==> src/rtl/x_multdiv_seq_if.sv <==
`default_nettype none
// ============================================================================
//  Module   : x_multdiv_seq_if
//  Purpose  : Bundles the D/X latch outputs that feed the execute-stage
//             multiply/divide sequencer with the status and result signals it
//             returns to the pipeline.
//  Signals  : X_IR         - instruction held in the D/X latch
//             X_A, X_B     - rs / rt operand values from the D/X latch
//             md_stall     - freeze PC, F/D, D/X and bubble X/M
//             md_busy      - iterating
//             md_ready     - one-cycle result-valid pulse
//             md_result    - signed product / quotient (low WIDTH bits)
//             md_exception - mul overflow or div-by-zero, valid with md_ready
//  Modports : master - pipeline side, slave - sequencer side
//  Revision : 1.0 - initial release
// ============================================================================
interface x_multdiv_seq_if #(
  parameter int WIDTH = 32
);
  logic [31:0]      X_IR;
  logic [WIDTH-1:0] X_A;
  logic [WIDTH-1:0] X_B;
  logic             md_stall;
  logic             md_busy;
  logic             md_ready;
  logic [WIDTH-1:0] md_result;
  logic             md_exception;

  modport master (
    output X_IR, X_A, X_B,
    input  md_stall, md_busy, md_ready, md_result, md_exception
  );

  modport slave (
    input  X_IR, X_A, X_B,
    output md_stall, md_busy, md_ready, md_result, md_exception
  );
endinterface
`default_nettype wire

==> src/rtl/x_multdiv_seq.sv <==
`default_nettype none
// ============================================================================
//  Module   : x_multdiv_seq
//  Purpose  : Execute-stage multi-cycle multiply/divide sequencer. Decodes an
//             R-type mul/div directly from the D/X latch, captures operand
//             magnitudes, runs WIDTH shift-add (mul) or restoring
//             shift-subtract (div) iterations, then presents the signed
//             result for one release cycle while stalling the front end.
//  Ports    : clock - pipeline clock, rising edge
//             reset - asynchronous, active-high
//             bus   - x_multdiv_seq_if.slave (X_IR/X_A/X_B in, md_* out)
//  Options  : MULTDIV_EARLY_EXIT_EN - when defined, a mul leaves RUN as soon
//             as the remaining multiplier magnitude is zero (min 1 RUN cycle).
//  Revision : 1.0 - initial release
// ============================================================================
module x_multdiv_seq #(
  parameter int         WIDTH     = 32,
  parameter logic [4:0] MUL_ALUOP = 5'b00110,
  parameter logic [4:0] DIV_ALUOP = 5'b00111
) (
  input  logic             clock,
  input  logic             reset,
  x_multdiv_seq_if.slave   bus
);

  localparam int             CW        = (WIDTH > 1) ? $clog2(WIDTH) : 1;
  localparam logic [CW-1:0]  LAST_ITER = CW'(WIDTH - 1);

  localparam logic [1:0] IDLE = 2'd0;
  localparam logic [1:0] RUN  = 2'd1;
  localparam logic [1:0] DONE = 2'd2;

  logic [1:0]         state;
  logic [1:0]         next_state;

  // Decode
  logic               is_md;
  logic               is_div;
  logic               div_by_zero;
  logic [WIDTH-1:0]   mag_a;
  logic [WIDTH-1:0]   mag_b;
  logic               unused_ir;

  // Captured operation context
  logic               op_div;
  logic               sign;
  logic [CW-1:0]      counter;
  // shreg: mul multiplier (shifts right) / div dividend becoming quotient (shifts left)
  logic [WIDTH-1:0]   shreg;
  // opnd : mul multiplicand (shifts left) / div divisor in the low WIDTH bits
  logic [2*WIDTH-1:0] opnd;
  // acc  : mul partial product / div partial remainder in the low WIDTH bits
  logic [2*WIDTH-1:0] acc;
  logic [WIDTH-1:0]   result_q;
  logic               exc_q;

  // One-iteration datapath
  logic [2*WIDTH-1:0] mul_sum;
  logic [WIDTH-1:0]   mplier_next;
  logic [WIDTH:0]     rem_sh;
  logic [WIDTH:0]     diff;
  logic               q_bit;
  logic [WIDTH-1:0]   rem_next;
  logic [WIDTH-1:0]   quo_next;
  logic [2*WIDTH-1:0] prod_signed;
  logic [WIDTH-1:0]   quo_signed;
  logic               mul_ovf;
  logic               div_ovf;
  logic               last_iter;
  logic               early_exit;
  logic               leave_run;

  // --------------------------------------------------------------------------
  // Decode straight off the D/X latch
  // --------------------------------------------------------------------------
  assign is_md       = (bus.X_IR[31:27] == 5'b00000) &&
                       ((bus.X_IR[6:2] == MUL_ALUOP) || (bus.X_IR[6:2] == DIV_ALUOP));
  assign is_div      = (bus.X_IR[6:2] == DIV_ALUOP);
  assign div_by_zero = is_div && (bus.X_B == '0);
  assign mag_a       = bus.X_A[WIDTH-1] ? -bus.X_A : bus.X_A;
  assign mag_b       = bus.X_B[WIDTH-1] ? -bus.X_B : bus.X_B;
  assign unused_ir   = ^{bus.X_IR[26:7], bus.X_IR[1:0]};

  // --------------------------------------------------------------------------
  // Iteration datapath and final signed result
  // --------------------------------------------------------------------------
  always_comb begin
    mul_sum     = acc + (shreg[0] ? opnd : '0);
    mplier_next = shreg >> 1;

    // Restoring step: bring in the next dividend bit and trial-subtract.
    // The partial remainder is always below the divisor, so a set bit WIDTH
    // of the (WIDTH+1)-bit difference means the trial went negative.
    rem_sh      = {acc[WIDTH-1:0], shreg[WIDTH-1]};
    diff        = rem_sh - {1'b0, opnd[WIDTH-1:0]};
    q_bit       = ~diff[WIDTH];
    rem_next    = q_bit ? diff[WIDTH-1:0] : rem_sh[WIDTH-1:0];
    quo_next    = {shreg[WIDTH-2:0], q_bit};

    prod_signed = sign ? -mul_sum : mul_sum;
    // Fits in WIDTH signed bits only if the top WIDTH+1 bits are a pure sign extension
    mul_ovf     = !((&prod_signed[2*WIDTH-1:WIDTH-1]) || !(|prod_signed[2*WIDTH-1:WIDTH-1]));
    quo_signed  = sign ? -quo_next : quo_next;
    // A positive quotient with the top bit set is +2^(WIDTH-1): only MIN / -1
    div_ovf     = ~sign & quo_next[WIDTH-1];
  end

  assign last_iter = (counter == LAST_ITER);

`ifdef MULTDIV_EARLY_EXIT_EN
  assign early_exit = ~op_div & (mplier_next == '0);
`else
  assign early_exit = 1'b0;
`endif

  assign leave_run = last_iter | early_exit;

  // --------------------------------------------------------------------------
  // FSM: state register
  // --------------------------------------------------------------------------
  always_ff @(posedge clock or posedge reset) begin
    if (reset) begin
      state <= IDLE;
    end else begin
      state <= next_state;
    end
  end

  // --------------------------------------------------------------------------
  // FSM: next state
  // --------------------------------------------------------------------------
  always_comb begin
    next_state = state;
    case (state)
      IDLE: begin
        if (is_md) begin
          next_state = div_by_zero ? DONE : RUN;
        end
      end
      RUN: begin
        if (leave_run) begin
          next_state = DONE;
        end
      end
      DONE:    next_state = IDLE;
      default: next_state = IDLE;
    endcase
  end

  // --------------------------------------------------------------------------
  // FSM: outputs
  // --------------------------------------------------------------------------
  always_comb begin
    bus.md_busy  = (state == RUN);
    bus.md_ready = (state == DONE);
    // Combinational so the mul/div is held from its very first X cycle;
    // masked during reset so every output reads 0 while reset is asserted.
    bus.md_stall = is_md && (state != DONE) && !reset;
  end

  assign bus.md_result    = result_q;
  assign bus.md_exception = exc_q;

  // --------------------------------------------------------------------------
  // Operand capture, iteration and result registers
  // --------------------------------------------------------------------------
  always_ff @(posedge clock or posedge reset) begin
    if (reset) begin
      op_div   <= 1'b0;
      sign     <= 1'b0;
      counter  <= '0;
      shreg    <= '0;
      opnd     <= '0;
      acc      <= '0;
      result_q <= '0;
      exc_q    <= 1'b0;
    end else begin
      case (state)
        IDLE: begin
          if (is_md) begin
            op_div  <= is_div;
            sign    <= bus.X_A[WIDTH-1] ^ bus.X_B[WIDTH-1];
            counter <= '0;
            acc     <= '0;
            opnd    <= {{WIDTH{1'b0}}, (is_div ? mag_b : mag_a)};
            shreg   <= is_div ? mag_a : mag_b;
            if (div_by_zero) begin
              result_q <= '0;
              exc_q    <= 1'b1;
            end
          end
        end
        RUN: begin
          counter <= counter + 1'b1;
          if (op_div) begin
            acc   <= {{WIDTH{1'b0}}, rem_next};
            shreg <= quo_next;
          end else begin
            acc   <= mul_sum;
            opnd  <= opnd << 1;
            shreg <= mplier_next;
          end
          if (leave_run) begin
            result_q <= op_div ? quo_signed : prod_signed[WIDTH-1:0];
            exc_q    <= op_div ? div_ovf : mul_ovf;
          end
        end
        default: begin
        end
      endcase
    end
  end

endmodule
`default_nettype wire

==> src/flat_wrapper.sv <==
// flat-port wrapper written by rule: the top's interface ports become plain ports
module x_multdiv_seq_flat 
#(
  parameter int         WIDTH     = 32,
  parameter logic [4:0] MUL_ALUOP = 5'b00110,
  parameter logic [4:0] DIV_ALUOP = 5'b00111
)
  (clock, reset, bus_X_IR, bus_X_A, bus_X_B, bus_md_stall, bus_md_busy, bus_md_ready, bus_md_result, bus_md_exception);
  x_multdiv_seq_if #(.WIDTH(WIDTH)) bus_i ();
  input  logic clock;
  input  logic reset;
  input wire logic [$bits(bus_i.X_IR)-1:0] bus_X_IR;
  input wire logic [$bits(bus_i.X_A)-1:0] bus_X_A;
  input wire logic [$bits(bus_i.X_B)-1:0] bus_X_B;
  output wire logic [$bits(bus_i.md_stall)-1:0] bus_md_stall;
  output wire logic [$bits(bus_i.md_busy)-1:0] bus_md_busy;
  output wire logic [$bits(bus_i.md_ready)-1:0] bus_md_ready;
  output wire logic [$bits(bus_i.md_result)-1:0] bus_md_result;
  output wire logic [$bits(bus_i.md_exception)-1:0] bus_md_exception;
  assign bus_i.X_IR = bus_X_IR;
  assign bus_i.X_A = bus_X_A;
  assign bus_i.X_B = bus_X_B;
  assign bus_md_stall = bus_i.md_stall;
  assign bus_md_busy = bus_i.md_busy;
  assign bus_md_ready = bus_i.md_ready;
  assign bus_md_result = bus_i.md_result;
  assign bus_md_exception = bus_i.md_exception;
  x_multdiv_seq #(.WIDTH(WIDTH), .MUL_ALUOP(MUL_ALUOP), .DIV_ALUOP(DIV_ALUOP)) u_core (.clock(clock), .reset(reset), .bus(bus_i));
endmodule
==> config.mk <==
export PLATFORM = sky130hd
export DESIGN_NAME = x_multdiv_seq_flat
export DESIGN_NICKNAME = d
export VERILOG_FILES = /design/src/rtl/x_multdiv_seq_if.sv /design/src/rtl/x_multdiv_seq.sv /design/src/flat_wrapper.sv
export SDC_FILE = /design/constraint.sdc
export NUM_CORES = 1
export LEC_CHECK = 0
export CAP_MARGIN = 20
export CORE_AREA = 2 2 214 216
export CTS_BUF_LIST = sky130_fd_sc_hd__clkbuf_8 sky130_fd_sc_hd__clkbuf_16
export DETAILED_ROUTE_END_ITERATION = 10
export DIE_AREA = 0 0 216 218
export GPL_TIMING_DRIVEN = 0
export HOLD_SLACK_MARGIN = 0.15
export PLACE_DENSITY = 0.71
export SKIP_LAST_GASP = 1
export SYNTH_ARGS = -nofsm -noshare
export SYNTH_HDL_FRONTEND = slang
export SYNTH_SLANG_ARGS = --single-unit
==> constraint.sdc <==
create_clock -name clock -period 8.3 [get_ports clock]
set_input_delay 0.83 -clock clock [delete_from_list [all_inputs] [get_ports clock]]
set_output_delay 0.83 -clock clock [all_outputs]
set_load 0.01 [all_outputs]
==> run_results.csv <==
group,metric,value,unit
status,outcome,"complete, no violations",
yosys,syn_inst,2620,
layout,drive_gt1_share,3.85,%
global_routing,grt_pass1_wl,116000,microns
detailed_routing,final_antenna_net_count,0,
clocking,clk_pin_slew,0.06,ns
sta,slew_headroom,15.0,%
yosys,synth_compound_area_share,26.9,%
yosys,ys_top_cells_by_count,"nand2_1, o21ai_0, nor2_1, dfrtp_1, a21oi_1",
yosys,synth_area_leader_cell,"dfrtp_1",
yosys,synth-edff-count,0,
sta,period_needed,7.98,ns
global_routing,grt_use_met2,53.7,%
detailed_routing,wire_per_inst,22.6,microns
yosys,yosys_warnings,0,
yosys,yosys.area_share.adder,6.55,%
layout,syn2layout_area_growth,14.3,%
pwr,p_leak,9.46,nW
yosys,synthMuxAreaShare,3.59,%
hold_path,hold_path.class,"register to register",
yosys,ys_types,103,
detailed_routing,first_pass_iters,5,
yosys,synth_async_sr_flop_share,100,%
detailed_routing,drt_iter0_drc,1874,
floorplan,initial_utilization,44.4,%
sta,hold_ws,0.484,ns
clocking,cts_hold_buf,0,
layout,final_nets,2965,
clocking,post-cts-setup-buffers,0,
clocking,cts_sinks,202,
yosys,yosys.area_share.simple,23.5,%
pwr,swShare,52.9,%
pwr,power.combinational.fraction,68.9,%
global_routing,grt-busiest-layer,"met2",
layout,seq_area,5050,sq um
sta,worstMarginPinSlew,1.27,ns
pwr,power_density,366,nW/um^2
pwr,seqPwrFrac,16.7,%
detailed_routing,vias,21000,
pwr,power,8.33,mW
sta,finalHoldViolations,0,
worst_setup_path,worst_ep_arrival_time,8.41,ns
pwr,p_switching,4.41,mW
sta,rsz0062_at_grt,"false",
run,maxCapViolations,0,
clocking,numCtsBuffers,26,
floorplan,die_h,218,microns
yosys,synthFlopType,"dfrtp_1",
yosys,ys_ff_latch,202,
floorplan,rows,78,
yosys,syn-cell-area,19900,sq um
global_routing,grt_overflow,0,
clocking,clock_tree.buffer_depth,3,
yosys,yosysMostFrequentCell,"nand2_1",
floorplan,core,44900,sq um
worst_setup_path,cp_max_fo,10,
yosys,ys_seq_area_share,25.4,%
global_routing,grt_start_max_net_pins,120,
sta,max_clock_freq,125,MHz
worst_setup_path,worstPathRequired,8.73,ns
worst_setup_path,crit_type,"register to register",
floorplan,dieArea,47100,sq um
clocking,clkLatencyLatePin,0.57,ns
yosys,syn_area_per_cell,7.60,sq um
worst_setup_path,setup.worst_path.start_class,"register",
yosys,synth_top_family_by_area,"compound AO/OA/AOI/OAI gates",
sta,finalCritPeriodShare,96.1,%
sta,finalClockSkew,0.0301,ns
yosys,synth.area.top_cells,"dfrtp_1, ha_1, nand2_1",
clocking,cts-root-buf,"clkbuf_16",
pwr,clkPwrFrac,14.4,%
place,port_buffers,111,
floorplan,die_w,216,microns
sta,finalSetupViolations,0,
place,routabilityCongestion,1.01,
place,hpwl,60900,microns
yosys,synth_top_area_share,25.4,%
worst_setup_path,endpoint_kind,"register",
global_routing,track_usage,31.7,%
detailed_routing,wirelength,76500,microns
global_routing,grt_pass1_vias,20000,
layout,nFillCells,4408,
clocking,h-tree-depth,1,
layout,antenna_cells,0,
floorplan,io_pins,134,
detailed_routing,via_per_inst,6.20,
pwr,ir_worst_vdd,0.187,mV
pwr,p_int,3.93,mW
global_routing,grt_antenna_before_repair,0,
yosys,synth_xor_area_share,9.45,%
sta,finalMaxSlewViolations,0,
global_routing,met1_usage,39.0,%
layout,fin_util,50.7,%
global_routing,grt_util_met3,4.27,%
yosys,syn_nets,2821,
layout,multi_input_area,14000,sq um
detailed_routing,drcViolationCount,0,
clocking,cts_tree,"done",
[final cells by class]
| type | count | share of cell area (%) |
|---|---|---|
| plain buffers | 159 | 2.76 |
| clock buffers | 31 | 3.21 |
| clock inverters | 15 | 0.715 |
| inverters | 80 | 1.35 |
| multi-input cells | 2179 | 61.3 |
| flip-flops and latches | 202 | 22.2 |
| well taps | 600 | 3.30 |
| repair buffers | 116 | 5.10 |
[state kept, by name, indices dropped and copies added, names as in the netlist]
register                 count
u_core.bus.md_result        32
u_core.bus.md_exception      1
u_core.acc                  64
u_core.state                 2
u_core.counter               5
u_core.sign                  1
u_core.opnd                 64
u_core.shreg                32
u_core.op_div                1
[power groups by stage]
stage | combinational, mW | clock, mW | sequential, mW
2_1_floorplan | 4.02 | 0 | 1.33
3_3_place_gp | 5.47 | 0 | 1.39
3_5_place_dp | 5.53 | 0 | 1.40
4_1_cts | 5.57 | 1.21 | 1.39
5_1_grt | 6.18 | 1.25 | 1.42
6_report | 5.74 | 1.20 | 1.39
[worst max-delay path, stage by stage, from the launching register on]
cell,delay [ns]
dfrtp_1,0.56
clkbuf_2,0.33
inv_1,0.32
clkbuf_1,0.45
nor2_1,0.11
ha_1,0.34
clkbuf_1,0.42
nand2_1,0.19
nor3_1,0.41
o211ai_1,0.29
a31oi_1,0.41
nor2_1,0.16
xnor2_1,0.30
a211oi_1,0.60
nand4_1,0.50
or4_1,0.57
o31ai_1,0.27
xor2_1,0.31
o21ai_0,0.20
nor4_1,0.41
and3_1,0.24
and4b_1,0.20
and4_1,0.20
nor3_1,0.05
[timing repair]
action,in CTS,in global routing
endpoints found under the setup margin,0,1
resized for setup,0,6
hold endpoints to repair,0,0
[placed cells by master (no fill, tap or decap), drive strengths merged, types with 101 or more instances in the layout]
| cell | netlist | layout |
|---|---|---|
| nand3 | 103 | 103 |
| xnor2 | 105 | 105 |
| a21oi | 198 | 198 |
| dfrtp | 202 | 202 |
| nor2 | 213 | 213 |
| o21ai | 221 | 221 |
| xor2 | 109 | 109 |
| clkbuf | 133 | 165 |
| ha | 101 | 101 |
| clkdlybuf4s50 | 0 | 111 |
| nand2 | 331 | 331 |
[per-stage QoR]
step                      setup TNS [ns]  setup slack [ns]  cell area (sq um)  std cells
after detailed placement               0             0.520              21800       3335
final                                  0             0.324              22800       3382
after global placement           -179.08            -0.902              21800       3331
after floorplan                        0              1.96              19900       2620
after CTS                              0             0.452              22700       3381
after global routing                   0             0.119              22800       3382
[kinds of logic (layout without fill, tap and decap cells)]
group           after synthesis  count (layout)
compound gates              824             824
xor+xnor                    214             214
fa+ha+maj                   103             103
buf+inv                     239             401
flops                       202             202
mux                          70              70
simple gates                968             968
[layer usage]
metal  part of all wire (%)  routed length [microns]  vias to the layer above
met3                    6.6                     5030                      207
met4                    6.2                     4710                        0
met1                     41                    31300                    10100
li1                       -                        -                     9817
met5                      0                        0                        -
met2                     46                    35500                      873
[worst paths after layout]
kind | start | end | slack (ns) | depth (start not counted)
worst min-delay path | u_core.acc[47]$_DFFE_PP0P_ | u_core.acc[47]$_DFFE_PP0P_ | 0.48 | 2
worst max register to register | u_core.shreg[0]$_DFFE_PP0P_ | u_core.bus.md_exception$_DFFE_PP0P_ | 0.32 | 23
worst max-delay path | u_core.shreg[0]$_DFFE_PP0P_ | u_core.bus.md_exception$_DFFE_PP0P_ | 0.32 | 23
max in group asynchronous | reset | u_core.acc[52]$_DFFE_PP0P_ | 6.47 | 3
worst min register to register | u_core.acc[47]$_DFFE_PP0P_ | u_core.acc[47]$_DFFE_PP0P_ | 0.48 | 2
min in group asynchronous | reset | u_core.state[0]$_DFFE_PP0P_ | 0.77 | 2
No activity file was read; power rests on OpenSTA's default activity.
